===== src/rtl/aes_block_streamer_if.sv =====
// Host byte streams and AES core handshake for aes_block_streamer, bundled so
// the streamer and its environment share one connection point.
interface aes_block_streamer_if;
   logic [7:0]   in_data_i;
   logic         in_valid_i;
   logic         in_ready_o;
   logic         dec_i;
   logic [7:0]   out_data_o;
   logic         out_valid_o;
   logic         out_ready_i;
   logic         aes_load_o;
   logic         aes_dec_o;
   logic [127:0] aes_data_o;
   logic [127:0] aes_data_i;
   logic         aes_busy_i;
   logic         trig_o;
   logic         err_o;

   modport slave (
      input  in_data_i, in_valid_i, dec_i, out_ready_i, aes_data_i, aes_busy_i,
      output in_ready_o, out_data_o, out_valid_o, aes_load_o, aes_dec_o,
             aes_data_o, trig_o, err_o
   );

   modport master (
      output in_data_i, in_valid_i, dec_i, out_ready_i, aes_data_i, aes_busy_i,
      input  in_ready_o, out_data_o, out_valid_o, aes_load_o, aes_dec_o,
             aes_data_o, trig_o, err_o
   );
endinterface


===== src/rtl/aes_block_streamer.sv =====
// Collects 16 host bytes into a 128-bit block, hands it to an AES core with a
// one-cycle load strobe, waits for the core to start and finish, then streams
// the 16 result bytes back to the host. Byte 0 is always the block MSB.
module aes_block_streamer #(
   parameter int START_TIMEOUT = 4
) (
   input logic                 clk,
   input logic                 rst,
   aes_block_streamer_if.slave bus
);

   typedef enum logic [2:0] {COLLECT, LOAD, WAIT_START, WAIT_DONE, EMIT} state_t;

   state_t       state;
   state_t       state_next;
   logic [3:0]   in_cnt;
   logic [3:0]   out_cnt;
   logic [15:0]  wait_cnt;
   logic [127:0] block_q;
   logic [127:0] result_q;
   logic         dec_q;
   logic         ready_q;
   logic         trig_q;
   logic         err_q;
   logic         in_fire;
   logic         out_fire;
   logic         timeout_hit;

   // Handshake qualifiers; wait_cnt counts cycles since LOAD, the LOAD cycle included
   always_comb begin
      in_fire     = (state == COLLECT) && ready_q && bus.in_valid_i;
      out_fire    = (state == EMIT) && bus.out_ready_i;
      timeout_hit = (state == WAIT_START) && !bus.aes_busy_i &&
                    (wait_cnt >= 16'(START_TIMEOUT - 1));
   end

   // Next-state selection; busy is only looked at once WAIT_START is reached
   always_comb begin
      state_next = state;
      case (state)
         COLLECT:    if (in_fire && in_cnt == 4'd15) state_next = LOAD;
         LOAD:       state_next = WAIT_START;
         WAIT_START: begin
            if (bus.aes_busy_i)   state_next = WAIT_DONE;
            else if (timeout_hit) state_next = COLLECT;
         end
         WAIT_DONE:  if (!bus.aes_busy_i) state_next = EMIT;
         EMIT:       if (out_fire && out_cnt == 4'd15) state_next = COLLECT;
         default:    state_next = COLLECT;
      endcase
   end

   // State register plus ready/trigger flags registered from the upcoming state
   always_ff @(posedge clk or posedge rst) begin
      if (rst) begin
         state   <= COLLECT;
         ready_q <= 1'b0;
         trig_q  <= 1'b0;
      end else begin
         state   <= state_next;
         ready_q <= (state_next == COLLECT);
         trig_q  <= (state_next == LOAD) || (state_next == WAIT_START) ||
                    (state_next == WAIT_DONE);
      end
   end

   // Block assembly, start timeout, result capture and output byte pointer
   always_ff @(posedge clk or posedge rst) begin
      if (rst) begin
         in_cnt   <= 4'd0;
         out_cnt  <= 4'd0;
         wait_cnt <= 16'd0;
         block_q  <= 128'd0;
         result_q <= 128'd0;
         dec_q    <= 1'b0;
         err_q    <= 1'b0;
      end else begin
         if (in_fire) begin
            block_q[{~in_cnt, 3'b111} -: 8] <= bus.in_data_i;
            in_cnt <= in_cnt + 4'd1;
            if (in_cnt == 4'd0) begin
               dec_q <= bus.dec_i;
               err_q <= 1'b0;
            end
         end
         if (state == LOAD)
            wait_cnt <= 16'd1;
         else if (state == WAIT_START && !bus.aes_busy_i && !timeout_hit)
            wait_cnt <= wait_cnt + 16'd1;
         if (timeout_hit)
            err_q <= 1'b1;
         if (state == WAIT_DONE && !bus.aes_busy_i)
            result_q <= bus.aes_data_i;
         if (out_fire)
            out_cnt <= out_cnt + 4'd1;
      end
   end

   assign bus.in_ready_o  = ready_q;
   assign bus.out_valid_o = (state == EMIT);
   assign bus.out_data_o  = result_q[{~out_cnt, 3'b111} -: 8];
   assign bus.aes_load_o  = (state == LOAD);
   assign bus.aes_dec_o   = dec_q;
   assign bus.aes_data_o  = block_q;
   assign bus.trig_o      = trig_q;
   assign bus.err_o       = err_q;

endmodule


===== src/flat_wrapper.sv =====
// flat-port wrapper written by rule: the top's interface ports become plain ports
module aes_block_streamer_flat 
#(
   parameter int START_TIMEOUT = 4
)
  (clk, rst, bus_in_data_i, bus_in_valid_i, bus_dec_i, bus_out_ready_i, bus_aes_data_i, bus_aes_busy_i, bus_in_ready_o, bus_out_data_o, bus_out_valid_o, bus_aes_load_o, bus_aes_dec_o, bus_aes_data_o, bus_trig_o, bus_err_o);
  aes_block_streamer_if bus_i ();
  input logic clk;
  input logic rst;
  input wire logic [$bits(bus_i.in_data_i)-1:0] bus_in_data_i;
  input wire logic [$bits(bus_i.in_valid_i)-1:0] bus_in_valid_i;
  input wire logic [$bits(bus_i.dec_i)-1:0] bus_dec_i;
  input wire logic [$bits(bus_i.out_ready_i)-1:0] bus_out_ready_i;
  input wire logic [$bits(bus_i.aes_data_i)-1:0] bus_aes_data_i;
  input wire logic [$bits(bus_i.aes_busy_i)-1:0] bus_aes_busy_i;
  output wire logic [$bits(bus_i.in_ready_o)-1:0] bus_in_ready_o;
  output wire logic [$bits(bus_i.out_data_o)-1:0] bus_out_data_o;
  output wire logic [$bits(bus_i.out_valid_o)-1:0] bus_out_valid_o;
  output wire logic [$bits(bus_i.aes_load_o)-1:0] bus_aes_load_o;
  output wire logic [$bits(bus_i.aes_dec_o)-1:0] bus_aes_dec_o;
  output wire logic [$bits(bus_i.aes_data_o)-1:0] bus_aes_data_o;
  output wire logic [$bits(bus_i.trig_o)-1:0] bus_trig_o;
  output wire logic [$bits(bus_i.err_o)-1:0] bus_err_o;
  assign bus_i.in_data_i = bus_in_data_i;
  assign bus_i.in_valid_i = bus_in_valid_i;
  assign bus_i.dec_i = bus_dec_i;
  assign bus_i.out_ready_i = bus_out_ready_i;
  assign bus_i.aes_data_i = bus_aes_data_i;
  assign bus_i.aes_busy_i = bus_aes_busy_i;
  assign bus_in_ready_o = bus_i.in_ready_o;
  assign bus_out_data_o = bus_i.out_data_o;
  assign bus_out_valid_o = bus_i.out_valid_o;
  assign bus_aes_load_o = bus_i.aes_load_o;
  assign bus_aes_dec_o = bus_i.aes_dec_o;
  assign bus_aes_data_o = bus_i.aes_data_o;
  assign bus_trig_o = bus_i.trig_o;
  assign bus_err_o = bus_i.err_o;
  aes_block_streamer #(.START_TIMEOUT(START_TIMEOUT)) u_core (.clk(clk), .rst(rst), .bus(bus_i));
endmodule

===== config.mk =====
export PLATFORM = sky130hd
export DESIGN_NAME = aes_block_streamer_flat
export DESIGN_NICKNAME = d
export VERILOG_FILES = /design/src/rtl/aes_block_streamer_if.sv /design/src/rtl/aes_block_streamer.sv /design/src/flat_wrapper.sv
export SDC_FILE = /design/constraint.sdc
export NUM_CORES = 1
export LEC_CHECK = 0
export BUFFER_PORTS_ARGS = -buffer_cell sky130_fd_sc_hd__clkbuf_2
export CAP_MARGIN = 0
export CORE_MARGIN = 2
export CORE_UTILIZATION = 40
export DETAILED_ROUTE_END_ITERATION = 8
export PLACE_DENSITY = 0.64
export SLEW_MARGIN = 20
export SYNTH_ARGS = -nofsm -noshare
export SYNTH_HDL_FRONTEND = slang
export SYNTH_SLANG_ARGS = --single-unit

===== constraint.sdc =====
create_clock -name clk -period 20.4 [get_ports clk]
set_input_delay 2.04 -clock clk [delete_from_list [all_inputs] [get_ports clk]]
set_output_delay 2.04 -clock clk [all_outputs]
set_load 0.005 [all_outputs]

After elaboration in Yosys (flattened, before gate mapping):

Index checks and enable logic that the tools add are counted.

* reductions and logical operators: 21
* muxes and demuxes: 12
* shift operators: 3
* eq/ne operators: 9
* bitwise gates (word level): 2
* add/sub/neg operators: 4
* order comparisons: 1

Operators by type and width (count)
* $shift A8 B9 Y135 const A: 1
* $shiftx A135 B8 Y8: 1
* $shiftx A8 B9 Y135: 1
* $bwmux W128: 1
* $mux W16: 2
* $add A16 B1 Y16 const B: 1
* $ge A16 B2 Y1 const B: 1
* $mux W3: 5
* $pmux W3 S5: 1
* $eq A3 B2 Y1 const B: 4
* $logic_and A1 B1 Y1: 9
* $neg A7 Y9: 1
* $add A4 B1 Y4 const B: 2
* $eq A4 B4 Y1 const B: 2
* $not A4 Y4: 2
* $eq A3 B1 Y1 const B: 2
* $logic_not A3 Y1: 2
* $reduce_bool A2 Y1: 3
* $logic_not A4 Y1: 1
* $reduce_and A2 Y1: 2
* $eq A3 B3 Y1 const B: 1
* $mux W1: 3
* $logic_not A1 Y1: 2
* $logic_or A1 B1 Y1: 2

* input bits: 142
* word-level logic and storage cells: 62
* register bits: 287
* output and inout port bits: 142

Longest topological paths before layout:

* depth after elaboration: 9
* mapped depth: 7
* mapped depth without buffers: 6

Least setup slack after synthesis:

OpenSTA, ideal clock, no wires.

* path kind: register -> output
* start point: reg u_core.out_cnt[0]
* end point: out bus_out_data_o[0]
* data required time: 18360 ps
* cell stages (with the launch flop): 7
* path buffers: 3
* setup slack: 16479 ps
* arrival: 1881 ps
* cells stage by stage: dfrtp_1 buf_2 buf_2 buf_2 mux4_2 mux2i_1 a21oi_1

* word-level cells in the longest chain between the ends: 2

Ends and longest elaborated chain
* from (decl): line aes_block_streamer.sv:17 `logic [3:0] out_cnt;`
* from (signal assigned): line aes_block_streamer.sv:95 `out_cnt <= out_cnt + 4'd1;`
* $not A4 Y4: line aes_block_streamer.sv:101 `assign bus.out_data_o = result_q[{~out_cnt, 3'b111} -: 8];`
* $shiftx A135 B8 Y8: line aes_block_streamer.sv:101
* to (decl): line flat_wrapper.sv:17 `output wire logic [$bits(bus_i.out_data_o)-1:0] bus_out_data_o;`

Every way passes these cells.

Final worst setup path:

* start point: reg u_core.out_cnt[0]
* end point: out bus_out_data_o[7]

Same word-level chain as after synthesis.

==> flow_metrics.py <==
metrics = {
    "sta": {
        "rsz0062_at_grt": "no",
        "hold_viol": 0,
        "clock_skew_ns": 0.00776,
        "finalCritPeriodShare_pct": 23.5,
        "slew_headroom_pct": 30.7,
        "max_freq_ghz": 0.208,
        "min_period_ns": 4.80,
        "final-setup-viol-count": 0,
        "drv_slew": 0,
        "worstMarginPinSlew_ns": 1.04,
        "fin_setup_tns_ns": 0,
    },
    "layout": {
        "fin_util_pct": 50.2,
        "area.sequential_sq_um": 7180,
        "multi_input_area_sq_um": 4740,
        "fillCellCount": 2636,
        "nets": 1225,
        "drive_gt1_share_pct": 58.9,
        "area_growth_pct": 23.3,
    },
    "routing": {
        "m1WireLength_um": 12100,
        "drt_wl_total_um": 29200,
        "avgViaCountPerCell": 5.09,
        "routed.top_layer": "met5",
        "num_vias": 7555,
        "drtIter0Drc": 363,
        "antenna_left": 0,
        "drt_pre_antenna_iters": 4,
        "wl_met2_um": 13700,
        "wl_met3_um": 2800,
        "wl_per_cell_um": 19.7,
        "drc_errors": 0,
    },
    "critical_path": {
        "slowest_stage": "mux4_2",
        "r2r_end": "u_core.result_q[26]",
        "worstPathMaxFanout": 35,
        "critical_path_required_ns": 18.36,
        "startpoint_type": "flop",
        "r2r-start": "u_core.state[2]",
        "reg2reg_depth": 5,
        "crit_path_end_kind": "output pin",
        "rrSetupSlack_ns": 17.52,
        "worst-setup-path-type": "reg2out",
        "crit_arrival_ns": 2.76,
        "slowest_delay_ns": 0.58,
        "crit_chain": "buf_4, mux4_2, nor2b_1, a211oi_1, a21oi_1, clkbuf_2",
    },
    "floorplanning": {
        "die_w_um": 178,
        "pin_count": 284,
        "num_rows": 63,
        "initial_core_util_pct": 40.8,
        "die_h_um": 178,
        "core_area_sq_um": 29800,
        "dieArea_sq_um": 31800,
    },
    "yosys": {
        "synth_area_sq_um": 12100,
        "synth-async-reset-ratio_pct": 100,
        "synth_nets": 939,
        "synth-seq-cells": 287,
        "yosys.area.top_type": "dfrtp_1",
        "postSynthAreaPerCell_sq_um": 15.4,
        "netlist_instances": 789,
        "yosysTopAreaCellShare_pct": 59.1,
        "synth_edf_count": 0,
        "yosysUniqueCellTypes": 42,
        "yosys_warnings": 0,
        "synth-seq-area-share_pct": 59.1,
        "synth_area_leaders": "dfrtp_1 59%, mux2_2 24%, mux4_2 5.9%",
        "synth-main-ff-cell": "dfrtp_1",
    },
    "grt": {
        "antenna_found_initial": 2,
        "grt_max_degree": 141,
        "track_usage_pct": 18.6,
        "grt_pass1_vias": 7935,
        "gr-total-overflow": 0,
        "grt_pass1_wl_um": 45900,
    },
    "clock_network": {
        "clk-insertion-delay-late_ns": 0.54,
        "clk_pin_slew_ns": 0.06,
        "cts_setup_buffers": 0,
        "cts_inserted_buffers": 31,
        "cts_max_level": 1,
        "clock_path_buffers": 3,
        "clock_sinks": 287,
        "cts_tree": "yes",
        "cts_hold_buf": 0,
        "cts_resized": 0,
        "ctsRootBufferMaster": "clkbuf_16",
    },
    "pwr": {
        "max-vdd-ir-drop_mv": 0.0771,
        "power-per-cell-area_nw_per_um2": 133,
        "p_leak_nw": 7.41,
    },
    "worst_hold_path": {
        "min_from": "u_core.result_q[106]",
        "whs_path_depth": 1,
        "hold_class": "reg2reg",
        "worstHoldEndpoint": "u_core.result_q[106]",
    },
    "placed_design": {
        "portBuffers": 283,
        "dp_hpwl_um": 21000,
        "gp_congestion": 0.771,
    },
    "status": {
        "status": "complete, no violations",
    },
    "run": {
        "drv_cap": 0,
    },
}
==> report_power, final <==
group,total [mW],internal (mW),switching [mW],leakage (nW)
clock network,0.568,0.348,0.220,0.502
logic,0.571,0.318,0.253,3.19
registers,0.846,0.739,0.107,3.72
==> sequential cells by signal, summed over array words and instances, names as in the netlist, 3 cells and up <==
name / cells
u_core.result_q: 128
u_core.wait_cnt: 16
u_core.bus.aes_data_o: 128
u_core.state: 3
u_core.out_cnt: 4
u_core.in_cnt: 4
==> worst max-delay path, delay by kind of cell, from the launching register on <==
kind | cells | cell delay, ns
and+or+nand+nor | 1 | 0.14
buffers and inverters | 2 | 0.73
muxes | 1 | 0.58
AOI/OAI and AO/OA | 2 | 0.40
DFF | 1 | 0.34
==> cell families (layout without fill, tap and decap cells) <==
| kind of cell | after synthesis | count (layout) | share of synthesized area, % |
|---|---|---|---|
| muxes | 299 | 299 | 30.6 |
| DFF | 287 | 287 | 59.1 |
| and+or+nand+nor | 117 | 117 | 5.85 |
| buffers and inverters | 48 | 353 | 1.83 |
| AOI/OAI and AO/OA | 25 | 25 | 1.39 |
| adders and majority gates | 8 | 8 | 0.824 |
| xor gates and xnor gates | 5 | 5 | 0.361 |
| other | 0 | 1 | 0 |
==> routing by layer <==
| metal | global-route usage (%) | vias up |
|---|---|---|
| li1 | - | 3438 |
| met5 | 0 | - |
| met1 | 23.8 | 3816 |
| met4 | 3.83 | 2 |
| met3 | 6.65 | 42 |
| met2 | 30.6 | 257 |
==> worst max-delay path by stage <==
| stage | startpoint | endpoint | cells after the start |
|---|---|---|---|
| finish | u_core.out_cnt[0] | bus_out_data_o[7] | 6 |
| floorplan | rst | u_core.bus.aes_data_o[0] | 1 |
| detailed placement | bus_aes_busy_i | u_core.result_q[9] | 5 |
| global placement | bus_aes_busy_i | u_core.result_q[35] | 5 |
| CTS | u_core.out_cnt[0] | bus_out_data_o[0] | 5 |
| global route | u_core.out_cnt[0] | bus_out_data_o[0] | 6 |
==> stage by stage <==
stage	hold WS [ns]	cells	cell area, sq um	setup slack [ns]	power (mW)
global route	0.512	1484	15000	15.39	2.11
finish	0.501	1485	15000	15.60	1.99
CTS	0.504	1484	15000	15.50	2.01
detailed placement	0.487	1432	13900	16.02	1.44
global placement	0.472	1432	13900	16.00	1.42
floorplan	0.465	789	12100	10.44	1.24
==> area by class of cell <==
class | count | share of cell area [%]
multi-input combinational | 454 | 31.7
tap | 390 | 3.26
clock buffer | 44 | 5.91
sequential | 287 | 48.0
antenna | 1 | 0.0167
timing repair buffer | 291 | 9.89
clock inverter | 8 | 0.953
inverter | 10 | 0.301
==> cell usage after synthesis (5+ instances only) <==
library cell  count
nor2_1           26
dfrtp_1         287
mux2_2          256
inv_1             9
nand2_2           8
and3_1            9
a211oi_1          8
nand2_1          13
nor2b_1          22
clkbuf_1         14
and2_1            9
mux4_2           32
nand4_1           5
mux2i_1           9
buf_2            19
ha_1              8
nand3_2           5
a21oi_1          10
==> placed cells by master (no fill, tap or decap), types with 5 or more instances in the layout <==
cell	Yosys	routed
a211oi_1	8	8
a21oi_1	10	10
and2_1	9	9
and3_1	9	9
buf_4	1	7
clkbuf_1	14	7
clkbuf_16	0	31
clkbuf_2	0	283
clkbuf_8	0	6
dfrtp_1	287	286
ha_1	8	8
inv_1	9	8
mux2_2	256	256
mux2i_1	9	9
mux4_2	32	32
nand2_1	13	13
nand2_2	8	8
nand3_2	5	5
nand4_1	5	5
nor2_1	26	26
nor2b_1	22	22
Note: power is estimated with default switching activity, not from simulation.
